$ cat src/rtl/dma_rq_read_logic.sv
// dma_rq_read_logic: turns a host-to-card read descriptor into a stream of
// single-beat PCIe Memory Read request descriptors on the 256-bit RQ
// AXI-Stream. It owns the tag window and tracks outstanding tags until the
// completion receiver frees them. No request crosses a 4 KB boundary, and no
// request is larger than 2**C_LOG2_MAX_READ_REQUEST bytes.
// Optional feature: define DMA_RQ_TAG_TIMEOUT_EN to add a per-tag timeout
// that force-frees a stuck tag and flags it in ERROR_TAGS.
module dma_rq_read_logic #(
    parameter int C_BUS_DATA_WIDTH        = 256,
    parameter int C_BUS_KEEP_WIDTH        = C_BUS_DATA_WIDTH / 32,
    parameter int C_WINDOW_SIZE           = 16,
    parameter int C_LOG2_MAX_READ_REQUEST = 9,
    parameter int C_TIMEOUT_CYCLES        = 65535
) (
    input  logic                          CLK,
    input  logic                          RST_N,
    input  logic                          DESC_VALID,
    output logic                          DESC_READY,
    input  logic [63:0]                   DESC_ADDR,
    input  logic [31:0]                   DESC_BYTES,
    output logic [C_BUS_DATA_WIDTH-1:0]   M_AXIS_RQ_TDATA,
    output logic [59:0]                   M_AXIS_RQ_TUSER,
    output logic                          M_AXIS_RQ_TLAST,
    output logic [C_BUS_KEEP_WIDTH-1:0]   M_AXIS_RQ_TKEEP,
    output logic                          M_AXIS_RQ_TVALID,
    input  logic                          M_AXIS_RQ_TREADY,
    input  logic [63:0]                   CURRENT_WINDOW_SIZE,
    output logic [C_WINDOW_SIZE-1:0]      BUSY_TAGS,
    output logic [C_WINDOW_SIZE*11-1:0]   SIZE_TAGS,
    input  logic [C_WINDOW_SIZE-1:0]      COMPLETED_TAGS,
    output logic [63:0]                   WORD_COUNT,
    output logic                          DONE,
    output logic [C_WINDOW_SIZE-1:0]      ERROR_TAGS
);

    localparam int          TAG_W  = (C_WINDOW_SIZE > 1) ? $clog2(C_WINDOW_SIZE) : 1;
    localparam int          CNT_W  = $clog2(C_WINDOW_SIZE + 1);
    localparam logic [12:0] MAX_RQ = 13'(1 << C_LOG2_MAX_READ_REQUEST);

    localparam logic [2:0] S_IDLE  = 3'd0;
    localparam logic [2:0] S_CALC  = 3'd1;
    localparam logic [2:0] S_TAG   = 3'd2;
    localparam logic [2:0] S_SEND  = 3'd3;
    localparam logic [2:0] S_DRAIN = 3'd4;

    logic [2:0]                         state_q, state_d;
    logic [63:0]                        addr_q, addr_d;
    logic [31:0]                        rem_q, rem_d;
    logic [12:0]                        chunk_q, chunk_d;
    logic [10:0]                        dw_q, dw_d;
    logic [TAG_W-1:0]                   tag_q, tag_d;
    logic [63:0]                        word_q, word_d;
    logic [C_WINDOW_SIZE-1:0]           busy_q, busy_d;
    logic [C_WINDOW_SIZE-1:0][10:0]     size_q, size_d;

    logic [12:0]      boundary;
    logic [12:0]      chunk_calc;
    logic [CNT_W-1:0] busy_cnt;
    logic [CNT_W-1:0] limit;
    logic             free_found;
    logic [TAG_W-1:0] free_tag;
    logic             issue;

`ifdef DMA_RQ_TAG_TIMEOUT_EN
    logic [C_WINDOW_SIZE-1:0]       err_q, err_d;
    logic [C_WINDOW_SIZE-1:0][15:0] tmo_q, tmo_d;
`endif

    assign issue = (state_q == S_SEND) && M_AXIS_RQ_TREADY;

    // Chunk size: limited by remaining bytes, max read request and the 4 KB page end.
    always_comb begin
        boundary   = 13'h1000 - {1'b0, addr_q[11:0]};
        chunk_calc = (rem_q < 32'(MAX_RQ)) ? rem_q[12:0] : MAX_RQ;
        if (boundary < chunk_calc) chunk_calc = boundary;
    end

    // Outstanding-tag count, effective window limit and lowest free tag.
    always_comb begin
        busy_cnt   = '0;
        free_found = 1'b0;
        free_tag   = '0;
        for (int i = 0; i < C_WINDOW_SIZE; i++) begin
            busy_cnt = busy_cnt + CNT_W'(busy_q[i]);
            if (!busy_q[i] && !free_found) begin
                free_found = 1'b1;
                free_tag   = TAG_W'(i);
            end
        end
        limit = (CURRENT_WINDOW_SIZE == 64'd0 || CURRENT_WINDOW_SIZE > 64'(C_WINDOW_SIZE))
              ? CNT_W'(C_WINDOW_SIZE) : CURRENT_WINDOW_SIZE[CNT_W-1:0];
    end

    // Request FSM next state plus tag bookkeeping.
    always_comb begin
        // NOTE: every target gets a default first so no path can infer a latch.
        state_d = state_q;
        addr_d  = addr_q;
        rem_d   = rem_q;
        chunk_d = chunk_q;
        dw_d    = dw_q;
        tag_d   = tag_q;
        word_d  = word_q;
        busy_d  = busy_q & ~COMPLETED_TAGS;
        size_d  = size_q;
`ifdef DMA_RQ_TAG_TIMEOUT_EN
        err_d   = err_q;
`endif
        case (state_q)
            S_IDLE: begin
                if (DESC_VALID) begin
                    addr_d  = DESC_ADDR;
                    rem_d   = DESC_BYTES;
                    word_d  = '0;
`ifdef DMA_RQ_TAG_TIMEOUT_EN
                    err_d   = '0;
`endif
                    state_d = S_CALC;
                end
            end
            S_CALC: begin
                chunk_d = chunk_calc;
                dw_d    = chunk_calc[12:2];
                state_d = S_TAG;
            end
            S_TAG: begin
                if (free_found && busy_cnt < limit) begin
                    tag_d   = free_tag;
                    state_d = S_SEND;
                end
            end
            S_SEND: begin
                if (issue) begin
                    busy_d[tag_q] = 1'b1;
                    size_d[tag_q] = dw_q;
                    addr_d        = addr_q + 64'(chunk_q);
                    rem_d         = rem_q - 32'(chunk_q);
                    word_d        = word_q + 64'(dw_q);
                    state_d       = (rem_q == 32'(chunk_q)) ? S_DRAIN : S_CALC;
                end
            end
            S_DRAIN: begin
                if (busy_q == '0) state_d = S_IDLE;
            end
            default: state_d = S_IDLE;
        endcase
`ifdef DMA_RQ_TAG_TIMEOUT_EN
        for (int j = 0; j < C_WINDOW_SIZE; j++) begin
            if (busy_q[j] && tmo_q[j] == 16'(C_TIMEOUT_CYCLES)) begin
                busy_d[j] = 1'b0;
                err_d[j]  = 1'b1;
            end
        end
`endif
    end

`ifdef DMA_RQ_TAG_TIMEOUT_EN
    // Per-tag age counters: cleared on issue, counting while the tag is busy.
    always_comb begin
        for (int j = 0; j < C_WINDOW_SIZE; j++) begin
            tmo_d[j] = busy_q[j] ? tmo_q[j] + 16'd1 : tmo_q[j];
            if (issue && tag_q == TAG_W'(j)) tmo_d[j] = '0;
        end
    end

    // Timeout state registers.
    always_ff @(posedge CLK or negedge RST_N) begin
        if (!RST_N) begin
            err_q <= '0;
            tmo_q <= '0;
        end else begin
            err_q <= err_d;
            tmo_q <= tmo_d;
        end
    end

    assign ERROR_TAGS = err_q;
`else
    assign ERROR_TAGS = '0;
`endif

    // FSM and datapath registers.
    always_ff @(posedge CLK or negedge RST_N) begin
        if (!RST_N) begin
            state_q <= S_IDLE;
            addr_q  <= '0;
            rem_q   <= '0;
            chunk_q <= '0;
            dw_q    <= '0;
            tag_q   <= '0;
            word_q  <= '0;
            busy_q  <= '0;
            // NOTE: the per-tag size table is reset because the completion side reads it.
            size_q  <= '0;
        end else begin
            // NOTE: non-blocking so every register samples the pre-edge values.
            state_q <= state_d;
            addr_q  <= addr_d;
            rem_q   <= rem_d;
            chunk_q <= chunk_d;
            dw_q    <= dw_d;
            tag_q   <= tag_d;
            word_q  <= word_d;
            busy_q  <= busy_d;
            size_q  <= size_d;
        end
    end

    // Request descriptor beat, driven only while a TLP is being offered.
    always_comb begin
        M_AXIS_RQ_TDATA = '0;
        M_AXIS_RQ_TUSER = '0;
        M_AXIS_RQ_TKEEP = '0;
        M_AXIS_RQ_TLAST = 1'b0;
        if (state_q == S_SEND) begin
            M_AXIS_RQ_TDATA[63:2]   = addr_q[63:2];
            M_AXIS_RQ_TDATA[74:64]  = dw_q;
            M_AXIS_RQ_TDATA[103:96] = 8'(tag_q);
            M_AXIS_RQ_TUSER[3:0]    = 4'hF;
            M_AXIS_RQ_TUSER[7:4]    = (dw_q > 11'd1) ? 4'hF : 4'h0;
            M_AXIS_RQ_TKEEP         = C_BUS_KEEP_WIDTH'(8'h0F);
            M_AXIS_RQ_TLAST         = 1'b1;
        end
    end

    assign M_AXIS_RQ_TVALID = (state_q == S_SEND);
    assign DESC_READY       = (state_q == S_IDLE);
    assign DONE             = (state_q == S_DRAIN) && (busy_q == '0);
    assign BUSY_TAGS        = busy_q;
    assign SIZE_TAGS        = size_q;
    assign WORD_COUNT       = word_q;

endmodule

$ cat config.mk
export PLATFORM = sky130hd
export DESIGN_NAME = dma_rq_read_logic
export DESIGN_NICKNAME = d
export VERILOG_FILES = /design/src/rtl/dma_rq_read_logic.sv
export SDC_FILE = /design/constraint.sdc
export NUM_CORES = 1
export LEC_CHECK = 0
export BUFFER_PORTS_ARGS = -buffer_cell sky130_fd_sc_hd__buf_2
export CAP_MARGIN = 20
export CORE_AREA = 5 5 299 301
export DETAILED_ROUTE_END_ITERATION = 8
export DIE_AREA = 0 0 304 306
export MAX_ROUTING_LAYER = met4
export PLACE_DENSITY_LB_ADDON = 0.2
export SYNTH_ARGS = -nofsm -noshare
export SYNTH_HDL_FRONTEND = slang
export SYNTH_SLANG_ARGS = --single-unit
$ cat constraint.sdc
create_clock -name CLK -period 7.42 [get_ports CLK]
set_clock_uncertainty 0.15 [all_clocks]
set_input_delay 0.371 -clock CLK [delete_from_list [all_inputs] [get_ports CLK]]
set_output_delay 0.371 -clock CLK [all_outputs]
set_load 0.02 [all_outputs]
==> results of run 1 <==
worst max-delay path, cell delays in order, from the launching register on:
cell      delay (ns)
dfrtp_1         0.44
inv_1           0.12
fa_1            0.56
fa_1            0.43
fa_1            0.42
fa_1            0.57
inv_1           0.06
ha_1            0.28
a21o_1          0.16
a21oi_1         0.17
xnor2_1         0.08
ha_1            0.23
nor4b_1         0.31
nand3_1         0.13
a211oi_1        0.67
nor4b_2         0.62
mux2_2          0.40
registers in the layout (all words and copies together) (netlist names):
register and flops:
BUSY_TAGS 16, SIZE_TAGS 176, WORD_COUNT 64, addr_q 64, chunk_q 13, rem_q 32, state_q 3, tag_q 4
cells by family (layout without fill, tap and decap cells):
logic type | count (synthesis) | after routing | synth area share [%]
AOI/OAI and AO/OA | 546 | 546 | 15.50
xor gates and xnor gates | 82 | 82 | 3.291
adders and majority gates | 75 | 75 | 4.747
buffers and inverters | 459 | 843 | 12.45
DFF | 372 | 372 | 42.66
muxes | 72 | 72 | 3.692
other | 2 | 262 | 0.03441
and+or+nand+nor | 793 | 793 | 17.63
layout make-up:
| class | instances | area, um^2 | share of cell area (%) |
|---|---|---|---|
| sequential | 372 | 9309 | 33.70 |
| antenna | 8 | 20.02 | 0.07247 |
| clock buffer | 69 | 1403 | 5.078 |
| timing repair buffer | 669 | 4009 | 14.51 |
| tap | 1155 | 1445 | 5.232 |
| multi-input combinational | 1822 | 10790 | 39.06 |
| clock inverter | 24 | 340.3 | 1.232 |
| inverter | 81 | 306.5 | 1.110 |
routing by layer:
| metal | global-route usage, % | routed length (um) | vias to the layer above | part of all wire, % |
|---|---|---|---|---|
| met4 | 3.399 | 1515 | 0 | 1.8 |
| li1 | - | - | 9125 | - |
| met5 | - | 0 | - | 0 |
| met2 | 28.46 | 39820 | 603 | 47 |
| met3 | 4.024 | 5108 | 88 | 6.1 |
| met1 | 22.50 | 37620 | 9155 | 45 |
metrics by stage:
| stage | power, uW | utilization [%] | setup WS [ns] |
|---|---|---|---|
| floorplan | 6619 | - | 2.166 |
| global placement | 8432 | 28.68 | 1.644 |
| detailed placement | 8420 | 28.68 | 1.556 |
| CTS | 11120 | 31.97 | 1.527 |
| global route | 11770 | 31.99 | 1.206 |
| finish | 10950 | 31.99 | 1.482 |
worst max path at each step:
stage	start	to	slack, ns	depth (start not counted)
after floorplan	BUSY_TAGS[5]$_DFF_PN0_	tag_q[1]$_DFFE_PN0P_	2.17	16
after global placement	BUSY_TAGS[7]$_DFF_PN0_	tag_q[2]$_DFFE_PN0P_	1.64	16
after detailed placement	BUSY_TAGS[5]$_DFF_PN0_	tag_q[1]$_DFFE_PN0P_	1.56	16
after CTS	BUSY_TAGS[5]$_DFF_PN0_	tag_q[1]$_DFFE_PN0P_	1.53	16
after global routing	BUSY_TAGS[0]$_DFF_PN0_	tag_q[1]$_DFFE_PN0P_	1.21	16
final	BUSY_TAGS[5]$_DFF_PN0_	tag_q[1]$_DFFE_PN0P_	1.48	16
placed cells by master (no fill, tap or decap), types with 74 or more instances in the layout:
cell type | netlist | final
buf_2 | 4 | 527
dfrtp_1 | 372 | 372
nand2_1 | 268 | 266
conb_1 | 2 | 254
o21ai_0 | 219 | 219
nor2_1 | 159 | 158
a21oi_1 | 111 | 111
dlygate4sd3_1 | 0 | 109
inv_1 | 80 | 80
nand3_1 | 74 | 74
where the power goes:
part / switching, uW / internal [uW] / leakage, uW
Sequential: 591 / 2510 / 0.00485
Clock: 1030 / 1550 / 0.000844
Combinational: 3470 / 1790 / 0.00789
==> flow_metrics.tcl, run 1 <==
set metrics [dict create \
    grt_antenna_before_repair 9 \
    ys_types 79 \
    start_util_pct 25.27 \
    yosysWarnings 0 \
    finalCriticalPeriod_ns 5.938 \
    wl_per_cell_um 20.01 \
    cp_max_fo 6 \
    r2r_slack_ns 1.48 \
    worst_ep_arrival_time_ns 6.25 \
    hold_violations 0 \
    synth_common_cells "dfrtp_1, nand2_1, buf_4" \
    place_area_mm2 0.02477 \
    grt_start_max_net_pins 130 \
    status "complete, no violations" \
    synthTopCellsByArea "dfrtp_1, buf_4, o21ai_0" \
    grt_pass1_wl_mm 122.8 \
    grt_usage_pct 17.46 \
    grt_pass1_vias 18560 \
    setup.worst_path.end_class "flop" \
    syn-mean-instance-area_um2 9.089 \
    maxClockFrequency_mhz 168.4 \
    setup_tns_ns 0 \
    r2r_cells 16 \
    synthArstFlopShare_pct 100.0 \
    drv_cap 0 \
    drt-initial-drc-count 945 \
    yosys.area.top_type "dfrtp_1" \
    design_area_mm2 0.02762 \
    clk_latency_ns 0.61 \
    cts_resized 0 \
    dieArea_mm2 0.09302 \
    synth_most_common_cell "dfrtp_1" \
    fin_cells 4200 \
    worstReg2RegEnd "tag_q[1]$_DFFE_PN0P_" \
    synth_edf_count 0 \
    layout-drive-gt1-share_pct 24.23 \
    max_slew_margin_pct 32.61 \
    p_leak_uw 0.01358 \
    clk_pin_slew_ns 0.06 \
    via_count 18970 \
    path_class "flop to flop" \
    port_buffers 528 \
    cts_tree "done" \
    cts_buffers 50 \
    slew_viol_final 0 \
    r2r-start "BUSY_TAGS[5]$_DFF_PN0_" \
    die_y_um 306 \
    core_area_mm2 0.08635 \
    synth_top_flop_cell "dfrtp_1" \
    startpoint_type "flop" \
    syn2layout_area_growth_pct 26.58 \
    root_buffer "clkbuf_16" \
    dp_hpwl_mm 61.70 \
    final_antenna_net_count 0 \
    cts_max_path_buffers 3 \
    min-delay-start "DESC_ADDR[19]" \
    worstHoldPathType "primary input to flop" \
    chipWidth_um 304 \
    ir_worst_vdd_uv 195.0 \
    syn_inst 2401 \
    period_share_pct 80.03 \
    cts.sinks 372 \
    post_cts_buffers 0 \
    tightestPinTransition_ns 0.9854 \
    worstPathRequired_ns 7.74 \
    drt_pass1_iterations 4 \
    grt_overflow 0 \
    drc 0 \
    nets 3251 \
    rsz0062_at_grt "no" \
    synth_top_area_share_pct 42.66 \
    hold_path_end "addr_q[19]$_DFFE_PN0P_" \
    num_io_pins 780 \
    postCtsHoldBufs 109 \
    htree_levels 2 \
    power.density_mw_per_mm2 396.3 \
    fillCellCount 9257 \
    fp-row-count 108 \
    via_per_inst 4.517 \
    netlist_area_mm2 0.02182 \
    holdPathStages 4 \
    setup_viol 0 \
    fin_hold_ws_ns 0.05877 \
    globalplace.congestion 0.8742 \
    placed_cells 3990 \
    synth-seq-cells 372 \
    drt_wl_total_mm 84.06 \
    yosysSeqAreaShare_pct 42.66 \
]
No activity file was read; power rests on OpenSTA's default activity.
==> run 2, diff against run 1 <==
--- a/config.mk
+++ b/config.mk
@@ -7,9 +7,9 @@
 export LEC_CHECK = 0
 export BUFFER_PORTS_ARGS = -buffer_cell sky130_fd_sc_hd__buf_2
 export CAP_MARGIN = 20
-export CORE_AREA = 5 5 299 301
+export CORE_AREA = 5 5 301 303
 export DETAILED_ROUTE_END_ITERATION = 8
-export DIE_AREA = 0 0 304 306
+export DIE_AREA = 0 0 306 308
 export MAX_ROUTING_LAYER = met4
 export PLACE_DENSITY_LB_ADDON = 0.2
 export SYNTH_ARGS = -nofsm -noshare
==> constraint.sdc (replaced) <==
create_clock -name CLK -period 5.9 [get_ports CLK]
set_clock_uncertainty 0.15 [all_clocks]
set_input_delay 0.295 -clock CLK [delete_from_list [all_inputs] [get_ports CLK]]
set_output_delay 0.295 -clock CLK [all_outputs]
set_load 0.02 [all_outputs]
==> flow_metrics.tcl, run 2 (synthesis results as in run 1) <==
set metrics [dict create \
    drc 0 \
    crit_family "adder cells" \
    fin_hold_ws_ns 0.1158 \
    period_share_pct 92.18 \
    core_area_mm2 0.08769 \
    grt_pass1_vias 18520 \
    fp-row-count 109 \
    clk_latency_ns 0.60 \
    max_slew_margin_pct 29.16 \
    crit_start "BUSY_TAGS[5]$_DFF_PN0_" \
    grt_start_max_net_pins 140 \
    grt_pass1_wl_mm 123.5 \
    grt_overflow 0 \
    cp_cell_sequence "inv_1, fa_1, fa_1, fa_1, fa_1, inv_1, ha_1, a21o_1, a21oi_1, xnor2_1, ha_1, nor4b_1, nand3_1, a211oi_1, buf_4, nor4b_2, buf_4, mux2_2" \
    port_buffers 528 \
    cts_max_path_buffers 3 \
    via_per_inst 4.519 \
    ir_worst_vdd_uv 289.7 \
    layout_commonest_cell "buf_2" \
    globalplace.congestion 0.8163 \
    die_y_um 308 \
    root_buffer "clkbuf_16" \
    layout-drive-gt1-share_pct 24.28 \
    grt_antenna_before_repair 7 \
    critPathMaxStageDelay_ns 0.57 \
    nets 3262 \
    crit_cells 18 \
    drt_pass1_iterations 5 \
    status "complete, no violations" \
    worst-path-buf-inv 4 \
    wl_per_cell_um 20.08 \
    holdPathStages 4 \
    slew_viol_final 0 \
    htree_levels 2 \
    cp_max_fo 6 \
    maxClockFrequency_mhz 183.9 \
    dp_hpwl_mm 62.16 \
    dpl_worst_slack_ns 0.4086 \
    grt_usage_pct 17.43 \
    syn2layout_area_growth_pct 26.37 \
    worstHoldPathType "primary input to flop" \
    r2r_cells 18 \
    clk_pin_slew_ns 0.06 \
    via_count 19040 \
    chipWidth_um 306 \
    tightestPinTransition_ns 1.055 \
    setup_ws_ns 0.4614 \
    min-delay-start "DESC_ADDR[30]" \
    cts_tree "done" \
    setup_tns_ns 0 \
    largest_register_ffs 176 \
    worst_ep_arrival_time_ns 5.74 \
    final_antenna_net_count 0 \
    cts_buffers 47 \
    total_power_uw 13570 \
    start_util_pct 24.88 \
    dieArea_mm2 0.09425 \
    critPathMostFrequentCell "fa_1" \
    num_io_pins 780 \
    drt_wl_total_mm 84.61 \
    post_cts_buffers 0 \
    rsz0062_at_grt "no" \
    drt-initial-drc-count 1057 \
    worstPathRequired_ns 6.20 \
    crit_slowest_cell "fa_1" \
    setup.worst_path.end_class "flop" \
    final_cell_mix "buf_2, dfrtp_1, nand2_1, conb_1, o21ai_0" \
    cts.sinks 372 \
    r2r-start "BUSY_TAGS[5]$_DFF_PN0_" \
    finalCriticalPeriod_ns 5.439 \
    hold_violations 0 \
    path_class "flop to flop" \
    p_leak_uw 0.01359 \
    drv_cap 0 \
    startpoint_type "flop" \
    finish.utilization_pct 31.45 \
    power.density_mw_per_mm2 492.2 \
    setup_viol 0 \
]
-- run 2: changes by cell type in the layout (fill, tap and decap cells not counted), moves of 2 or more --
cell / delta
buf_4: +10
clkbuf_8: +4
bufinv_16: -3
clkbuf_1: -3
dlygate4sd3_1: +3
clkbuf_16: -2
clkinvlp_4: -2
inv_16: -2
inv_6: -2
-- run 2: through the flow --
| step | instance area, um^2 | instances |
|---|---|---|
| after CTS | 27540 | 4204 |
| after global routing | 27570 | 4211 |
| after detailed placement | 24850 | 4010 |
| final | 27580 | 4214 |
| after floorplan | 22770 | 2653 |
| after global placement | 24850 | 4010 |
-- run 2: per-layer routing --
layer	up-vias	global-route usage, %	part of all wire [%]
met3	73	3.832	6.6
met4	0	3.115	1.7
met5	-	-	0
met1	9216	22.74	44
met2	615	28.35	47
li1	9140	-	-
-- run 2: path summary, 6_finish.rpt --
check	slack [ns]	endpoint
setup / recovery	0.46	tag_q[2]$_DFFE_PN0P_
hold / removal	0.12	addr_q[30]$_DFFE_PN0P_
setup reg to reg	0.46	tag_q[2]$_DFFE_PN0P_
hold reg to reg	0.32	SIZE_TAGS[25]$_DFFE_PN0P_
max in group asynchronous	4.07	addr_q[39]$_DFFE_PN0P_
min in group asynchronous	0.15	SIZE_TAGS[82]$_DFFE_PN0P_
-- run 2: what timing repair did --
action                                 4_1_cts  5_1_grt
gates resized for setup                      0        0
hold buffers                               112        0
endpoints found under the hold margin      172        0
-- run 2: power breakdown --
group,internal (uW),switching [uW]
clock,1770,1220
combinational,2290,4410
sequential,3150,731
total,7210,6360
-- run 2: worst register-to-register path: stages, from the launching register on --
cell      delay (ns)
dfrtp_1         0.43
inv_1           0.12
fa_1            0.57
fa_1            0.44
fa_1            0.43
fa_1            0.57
inv_1           0.06
ha_1            0.28
a21o_1          0.15
a21oi_1         0.17
xnor2_1         0.09
ha_1            0.23
nor4b_1         0.28
nand3_1         0.13
a211oi_1        0.37
buf_4           0.19
nor4b_2         0.17
buf_4           0.18
mux2_2          0.32
-- run 2: area by class of cell --
cell class	count	area (um^2)
diodes	9	22.52
clock buffers	68	1396
well taps	1165	1458
multi-input cells	1822	10790
inverters	81	306.5
clock inverters	14	172.7
flip-flops and latches	372	9309
fillers	9427	60120
repair buffers	683	4126
